==> config.mk <==
export PLATFORM = sky130hd
export DESIGN_NAME = bcd_counter_display
export DESIGN_NICKNAME = d
export VERILOG_FILES = /design/src/rtl/count7seg_pkg.sv /design/src/rtl/debounce_pulse.sv /design/src/rtl/bcd_counter_display.sv
export SDC_FILE = /design/constraint.sdc
export NUM_CORES = 1
export LEC_CHECK = 0
export ABC_AREA = 1
export CORE_UTILIZATION = 55
export DETAILED_ROUTE_END_ITERATION = 10
export PLACE_DENSITY = 0.68
export SLEW_MARGIN = 20
export SYNTH_ARGS = -nofsm -noshare
export SYNTH_HDL_FRONTEND = slang
export SYNTH_HIERARCHICAL = 1
export SYNTH_SLANG_ARGS = --single-unit
==> constraint.sdc <==
create_clock -name clock -period 2.1 [get_ports clock]
set_clock_uncertainty 0.2 [all_clocks]
set_input_delay 0.21 -clock clock [delete_from_list [all_inputs] [get_ports clock]]
set_output_delay 0.21 -clock clock [all_outputs]
set_load 0.01 [all_outputs]
==> src/rtl/count7seg_pkg.sv <==
// Seven-segment patterns (active-low, {dp,g,f,e,d,c,b,a}) and the BCD decode
// shared by the counter/display blocks.
package count7seg_pkg;

    localparam logic [7:0] SEG_0     = 8'hC0;
    localparam logic [7:0] SEG_1     = 8'hF9;
    localparam logic [7:0] SEG_2     = 8'hA4;
    localparam logic [7:0] SEG_3     = 8'hB0;
    localparam logic [7:0] SEG_4     = 8'h99;
    localparam logic [7:0] SEG_5     = 8'h92;
    localparam logic [7:0] SEG_6     = 8'h82;
    localparam logic [7:0] SEG_7     = 8'hF8;
    localparam logic [7:0] SEG_8     = 8'h80;
    localparam logic [7:0] SEG_9     = 8'h90;
    localparam logic [7:0] SEG_BLANK = 8'hFF;

    function automatic logic [7:0] bcd_to_seg(input logic [3:0] digit);
        logic [7:0] pattern;
        case (digit)
            4'd0:    pattern = SEG_0;
            4'd1:    pattern = SEG_1;
            4'd2:    pattern = SEG_2;
            4'd3:    pattern = SEG_3;
            4'd4:    pattern = SEG_4;
            4'd5:    pattern = SEG_5;
            4'd6:    pattern = SEG_6;
            4'd7:    pattern = SEG_7;
            4'd8:    pattern = SEG_8;
            4'd9:    pattern = SEG_9;
            default: pattern = SEG_BLANK;
        endcase
        return pattern;
    endfunction

endpackage

==> src/rtl/debounce_pulse.sv <==
// Button synchroniser + debouncer; emits a one-cycle pulse 2+CYCLES cycles after
// a clean rising edge. A button already held when reset releases never pulses.
module debounce_pulse #(
    parameter int CYCLES = 1000000
) (
    input  logic clock,
    input  logic reset,
    input  logic in,
    output logic pulse
);

    localparam int TW = (CYCLES > 1) ? $clog2(CYCLES) : 1;

    logic [1:0]    sync_q;
    logic          stable_q;
    logic          armed_q;
    logic          pulse_q;
    logic [TW-1:0] timer_q;
    logic          accept;

    assign accept = (sync_q[1] != stable_q) && (timer_q == TW'(CYCLES - 1));

    // Synchroniser resets to "pressed" so a button held through reset is only
    // armed once it has actually been seen released.
    always_ff @(posedge clock or posedge reset) begin
        if (reset) begin
            sync_q   <= 2'b11;
            stable_q <= 1'b0;
            armed_q  <= 1'b0;
            pulse_q  <= 1'b0;
            timer_q  <= '0;
        end else begin
            sync_q  <= {sync_q[0], in};
            pulse_q <= accept && sync_q[1] && armed_q;
            if (!sync_q[1]) begin
                armed_q <= 1'b1;
            end
            if (sync_q[1] == stable_q) begin
                timer_q <= '0;
            end else if (accept) begin
                stable_q <= sync_q[1];
                timer_q  <= '0;
            end else begin
                timer_q <= timer_q + TW'(1);
            end
        end
    end

    assign pulse = pulse_q;

endmodule

==> src/rtl/bcd_counter_display.sv <==
// Multi-digit BCD up/down counter driven by debounced buttons, with a scanned
// common-anode 7-segment output; seg/anode/wrap are registered.
module bcd_counter_display
    import count7seg_pkg::*;
#(
    parameter int DIGITS          = 4,
    parameter int DEBOUNCE_CYCLES = 1000000,
    parameter int SCAN_CYCLES     = 100000,
    parameter int BLANK_LZ        = 1
) (
    input  logic              clock,
    input  logic              reset,
    input  logic              countup,
    input  logic              countdown,
    input  logic              clear,
    output logic [7:0]        seg,
    output logic [DIGITS-1:0] anode,
    output logic              wrap
);

    localparam int IW = (DIGITS > 1) ? $clog2(DIGITS) : 1;
    localparam int SW = (SCAN_CYCLES > 1) ? $clog2(SCAN_CYCLES) : 1;

    logic up_p, dn_p, clr_p;

    debounce_pulse #(.CYCLES(DEBOUNCE_CYCLES)) u_up  (.clock(clock), .reset(reset), .in(countup),   .pulse(up_p));
    debounce_pulse #(.CYCLES(DEBOUNCE_CYCLES)) u_dn  (.clock(clock), .reset(reset), .in(countdown), .pulse(dn_p));
    debounce_pulse #(.CYCLES(DEBOUNCE_CYCLES)) u_clr (.clock(clock), .reset(reset), .in(clear),     .pulse(clr_p));

    logic [DIGITS-1:0][3:0] count_q, count_d;
    logic                   wrap_q, wrap_d;
    logic [SW-1:0]          scan_q, scan_d;
    logic [IW-1:0]          idx_q, idx_d;
    logic [7:0]             seg_q, seg_d;
    logic [DIGITS-1:0]      anode_q, anode_d;
    logic [DIGITS-1:0]      blank;
    logic                   carry;
    logic                   zrun;

    always_comb begin
        count_d = count_q;
        wrap_d  = 1'b0;
        carry   = 1'b1;
        if (clr_p) begin
            count_d = '0;
        end else if (up_p && !dn_p) begin
            for (int i = 0; i < DIGITS; i++) begin
                if (carry) begin
                    if (count_q[i] == 4'd9) begin
                        count_d[i] = 4'd0;
                    end else begin
                        count_d[i] = count_q[i] + 4'd1;
                        carry      = 1'b0;
                    end
                end
            end
            wrap_d = carry;
        end else if (dn_p && !up_p) begin
            for (int i = 0; i < DIGITS; i++) begin
                if (carry) begin
                    if (count_q[i] == 4'd0) begin
                        count_d[i] = 4'd9;
                    end else begin
                        count_d[i] = count_q[i] - 4'd1;
                        carry      = 1'b0;
                    end
                end
            end
            wrap_d = carry;
        end
    end

    // A digit is blanked when it and every digit above it are zero.
    always_comb begin
        blank = '0;
        zrun  = 1'b1;
        for (int i = DIGITS - 1; i >= 0; i--) begin
            zrun     = zrun && (count_q[i] == 4'd0);
            blank[i] = (BLANK_LZ != 0) && (i != 0) && zrun;
        end
    end

    always_comb begin
        scan_d = scan_q + SW'(1);
        idx_d  = idx_q;
        if (scan_q == SW'(SCAN_CYCLES - 1)) begin
            scan_d = '0;
            idx_d  = (idx_q == IW'(DIGITS - 1)) ? '0 : idx_q + IW'(1);
        end
        anode_d = ~(DIGITS'(1) << idx_q);
        seg_d   = blank[idx_q] ? SEG_BLANK : bcd_to_seg(count_q[idx_q]);
    end

    always_ff @(posedge clock or posedge reset) begin
        if (reset) begin
            count_q <= '0;
            wrap_q  <= 1'b0;
            scan_q  <= '0;
            idx_q   <= '0;
            seg_q   <= SEG_BLANK;
            anode_q <= '1;
        end else begin
            count_q <= count_d;
            wrap_q  <= wrap_d;
            scan_q  <= scan_d;
            idx_q   <= idx_d;
            seg_q   <= seg_d;
            anode_q <= anode_d;
        end
    end

    assign seg   = seg_q;
    assign anode = anode_q;
    assign wrap  = wrap_q;

endmodule
Yosys cells after proc, flatten, opt, wreduce, memory -nomap -nowiden
Memories as Yosys holds them, arrays and structs flattened.
Index checks and enable logic that the tools add are counted.
Word-level totals
  word-level logic and storage cells: 153
  register bits: 123
  bits of input ports: 5
  output and inout bits: 13
  memories kept: 1
  bits in read-only memories: 112
Operators by class
  equality and inequality tests: 18
  order comparisons: 1
  add/subtract/negate cells: 13
  multiplexer cells: 62
  shift-type cells: 1
  reductions and logical operators: 29
  bitwise operators: 4
Memories
  (name not given): depth 16, bits a word 7, rd ports 1, clocked after memory_dff 0, wr ports 0, line count7seg_pkg.sv:19  | case (digit)
Operators by type and width (number)
  $mux 20: 6
  $add 20x1->20 const B: 3
  $eq 20x20->1 const B: 3
  $mux 4: 15
  $mux 16: 3
  $mux 1: 33
  $add 17x1->17 const B: 1
  $eq 17x17->1 const B: 1
  $mux 17: 1
  $add 4x1->4 const B: 4
  $eq 4x4->1 const B: 4
  $logic_not 4->1: 4
  $sub 4x1->4 const B: 4
  $logic_and 1x1->1: 13
  $reduce_bool 3->1: 4
  $ne 3x1->1 const B: 3
  $reduce_and 3->1: 3
  $bmux 4 s2: 1
  $mux 8: 1
  $reduce_and 2->1: 3
  $not 4->4: 1
  $shl 1x2->4 const A: 1
  $eq 1x1->1: 3
  $lt 2x3->1 const B: 1
  other kinds (7): 12

Logic depth before layout (Yosys ltp)
  depth in word-level cells: 17
  depth in mapped cells: 10
  mapped depth without buffers: 10

By module
Netlist, hierarchy kept.
By module, submodules not included
  bcd_counter_display: cells an instance 423, area an instance 3288.2 sq um, times used 1, seq. area each 1189.9 sq um
  debounce_pulse at u_clr ...: cells an instance 175, area an instance 1361.3 sq um, times used 2, seq. area each 628.1 sq um
  debounce_pulse at u_up: cells an instance 174, area an instance 1368.8 sq um, times used 1, seq. area each 628.1 sq um

Worst setup path after synthesis
Ideal clock, no wire load.
  kind: flip-flop to flip-flop
  start: register idx_q[0]
  end: register seg_q[5], in the netlist seg[5]
  arrival time: 1.474 ns
  path slack: 0.341 ns
  setup time: 0.084 ns
  period minus slack after synthesis: 1.759 ns
  required time: 1.816 ns
  stages on the path, launching flop included: 10
  path through: dfrtp_1 -> buf_6 -> a21oi_1 -> o21ai_0 -> nand2_1 -> inv_1 -> ha_1 -> nand3b_1 -> nand3_1 -> nand3_1
On the way
  longest elaborated chain between the ends: 4
RTL lines
  start: declaration: line bcd_counter_display.sv:33  | logic [IW-1:0] idx_q, idx_d;
  start signal: assignment: line bcd_counter_display.sv:106  | idx_q <= idx_d;
  $bmux 4 s2: line bcd_counter_display.sv:91  | seg_d = blank[idx_q] ? SEG_BLANK : bcd_to_seg(count_q[idx_q]);
  $mux 4 (implied by the code): line bcd_counter_display.sv:91
  $mem_v2 16x7
  $mux 8 (*): line bcd_counter_display.sv:91
  named net seg_d[5]: line bcd_counter_display.sv:34  | logic [7:0] seg_q, seg_d;
  end signal: assignment: line bcd_counter_display.sv:107  | seg_q <= seg_d;
  end: declaration: line bcd_counter_display.sv:34
Mark *: on every way through the listed nets, which the timed path passes. The rest lies on a longest branch. The select of a mux whose other input is x is not followed.
A chain may end at the register's enable or synchronous reset.

Worst setup path after layout
  start: register seg_q[1], in the netlist seg[1]
  end: output port seg[1]
RTL lines
  end: declaration: line bcd_counter_display.sv:16  | output logic [7:0] seg,
No word-level cell between the ends.

==> metrics.txt <==
CTS tree=done; multi-input logic area=3735 um^2; Crit. End Element=output port; clock share of power=0.547; Mapped Area=7380 um^2; CP Class=reg2out; gr usage total=0.2322; worst skew pair latency=0.41 ns; Area growth syn-to-layout=14.46%; Placed Cells incl. Taps=1139; io pins=18; Post-synth EDFFs=0; FFs w/ async S/R, synth=1.000; register area share after synthesis=0.4166; Min-Delay Path Class=in2reg; Largest delay share family, worst path=buffers and inverters; drt first pass iters=5; total CTS buffers=17; Comb pwr share=0.026; Slowest cell on crit path=clkdlybuf4s50_1; synthesized instance count=947; Commonest cells post-synth=nand2_1 (195), nor2_1 (132), dfrtp_1 (105); DRC violations left=0; Net count, final=1019; GP Congestion=0.9285; Crit path largest cell delay=0.52 ns; Rows=41; Vias=5966; core area=12820 um^2; Final period util=0.8819; Die X=117.8 um; Reg2Reg Setup Slack=0.26 ns; max capacitance violation total=0; Psw=0.001139 W; setup TNS=0 ns; Worst EP arrival=1.44 ns; critical path peak fanout=1; setup ws final=0.2481 ns; mean post-synth cell area=7.793 um^2; post-route insts no fill=1174; Distinct cells, synth=40; root buffer cell=clkbuf_16; Primary FF master, synth=dfrtp_1; drt wl/cell=12.67 um; DP HPWL=11020 um; final core occ=0.6586; ranking of synthesized cells by area=dfrtp_1 (36%), nand2_1 (9.9%), nand3_1 (6.9%); CTS Buffer Depth=2; yosys warns=6; startpoint types=register; Seq cells post-synth=122; leakage=4.021 nW; post-route ant nets=0; Max Transition Viols Final=0; Internal=0.004469 W; CP bufs+invs=1; Initial Utilization=0.5754; final setup fails=0; RSZ-0062 raised after global routing=no; die extent in y=117.8 um; antenna cells=0; PwrDens=663.9 nW/um^2; FF/Latch Area=3077 um^2; die area=13890 um^2; fin crit period=1.852 ns; fillers=1124; leading area contributor after synthesis=dfrtp_1; number of global-route vias before repair=5789; Sw Ratio=0.2030; IO buf count=16; final wirelength=14880 um; first-pass GRT wire length=26230 um; crit path cell chain=clkdlybuf4s50_1; FMAX=540.0 MHz; initial antenna violation count=0; dpl ws=0.1630 ns; Seq pwr share=0.427; H-tree levels=4; syn nets=977; vias per cell=5.082; pin count of the biggest net entering global routing=27; Sink Count=122; Worst VDD drop=0.4886 mV; run status=finished, final reports clean; Hold Vio Cnt, Final=0; critical path required time=1.69 ns; global route overflow=0; post-synth top area share=0.3561; top-count cell post-synth=nand2_1; Clock transition at path regs=0.05 ns; 1st-iter DRT viols=309; layout cells sized above 1=0.1707
-- what timing repair did --
action | in CTS | in global routing
resized for setup | 0 | 2
endpoints found under the hold margin | 10 | 0
endpoints found under the setup margin | 0 | 2
buffers inserted | 0 | 0
hold buffers | 3 | 0
-- sequential cells by signal (all words and copies together), names as in the netlist, 2 cells and up --
name           flops
seg                7
idx_q              2
anode              4
u_clr/sync_q       2
scan_q            17
u_up/timer_q      20
u_dn/sync_q        2
u_clr/timer_q     20
u_dn/timer_q      20
count_q           16
u_up/sync_q        2
-- logic make-up (layout without fill, tap and decap cells) --
family / Yosys count / in the layout / synth area share
simple gates: 554 / 554 / 0.3620
buf+inv: 137 / 192 / 0.07731
flops: 122 / 122 / 0.4166
compound gates: 63 / 63 / 0.04781
xor+xnor: 45 / 45 / 0.05341
fa+ha+maj: 25 / 25 / 0.04239
other cells: 1 / 1 / 0.0005082
-- final cells by class --
class / count / share of cell area
inverters: 128 / 0.05807
clock buffers: 21 / 0.05451
well taps: 172 / 0.02548
multi-input cells: 688 / 0.4422
repair buffers: 32 / 0.03555
flip-flops and latches: 122 / 0.3642
clock inverters: 11 / 0.02000
-- final timing paths --
path	from	endpoint	cells past startpoint
worst max-delay path	seg[1]	seg[1]	1
worst min-delay path	countup	u_up/sync_q[0]	1
worst max register to register	count_q[0]	seg[3]	7
worst min register to register	u_up/sync_q[0]	u_up/sync_q[1]	0
max in group asynchronous	reset	seg[0]	4
min in group asynchronous	reset	count_q[3]	3
-- per-stage QoR --
step / area [um^2] / hold WS [ns] / power [W]
global route: 8447 / 0.05287 / 0.005803
CTS: 8444 / 0.03272 / 0.005681
finish: 8447 / 0.05160 / 0.005608
detailed placement: 7785 / 0.1487 / 0.002578
floorplan: 7380 / 0.01448 / 0.002525
global placement: 7785 / 0.1457 / 0.002576
-- worst register-to-register path, stage by stage (launching register included) --
cell and delay (ns):
dfrtp_1 0.40, inv_1 0.11, o21ai_0 0.27, nand2_1 0.20, ha_1 0.32, nand3_1 0.09
nand3_1 0.11, nand3_1 0.06
-- cells in the final DEF, fill, tap and decap left out, drive strengths merged --
master and count:
clkdlybuf4s50 16, inv 120, ha 25, o2111ai 1, and2 1, a21oi 13, nand4 23, buf 13
clkbuf 21, o31ai 1, conb 1, nand3 110, clkinv 11, o22ai 2, nand3b 4, a31oi 1
dfrtp 105, clkinvlp 4, nand2 227, dlygate4sd3 3, nor3 18, xor2 33, bufinv 4, dfstp 17
xnor2 12, or2 3, nor2 168, o21ai 41, o211ai 4
-- routing by layer --
metal,share of wire,vias to the layer above,GRT usage
met4,0.012,0,0.08734
met2,0.49,104,0.3904
met3,0.029,15,0.03731
met1,0.47,2745,0.3006
li1,-,3102,-
met5,0,-,0
-- power by group through the flow --
stage	Sequential (W)	Combinational, W	Clock, W
6_report	0.00239	0.000145	0.00307
4_1_cts	0.00239	0.000150	0.00314
5_1_grt	0.00239	0.000171	0.00324
2_1_floorplan	0.00243	0.0000954	0
3_5_place_dp	0.00243	0.000145	0
3_3_place_gp	0.00243	0.000144	0
(Power assumes the default switching activity.)
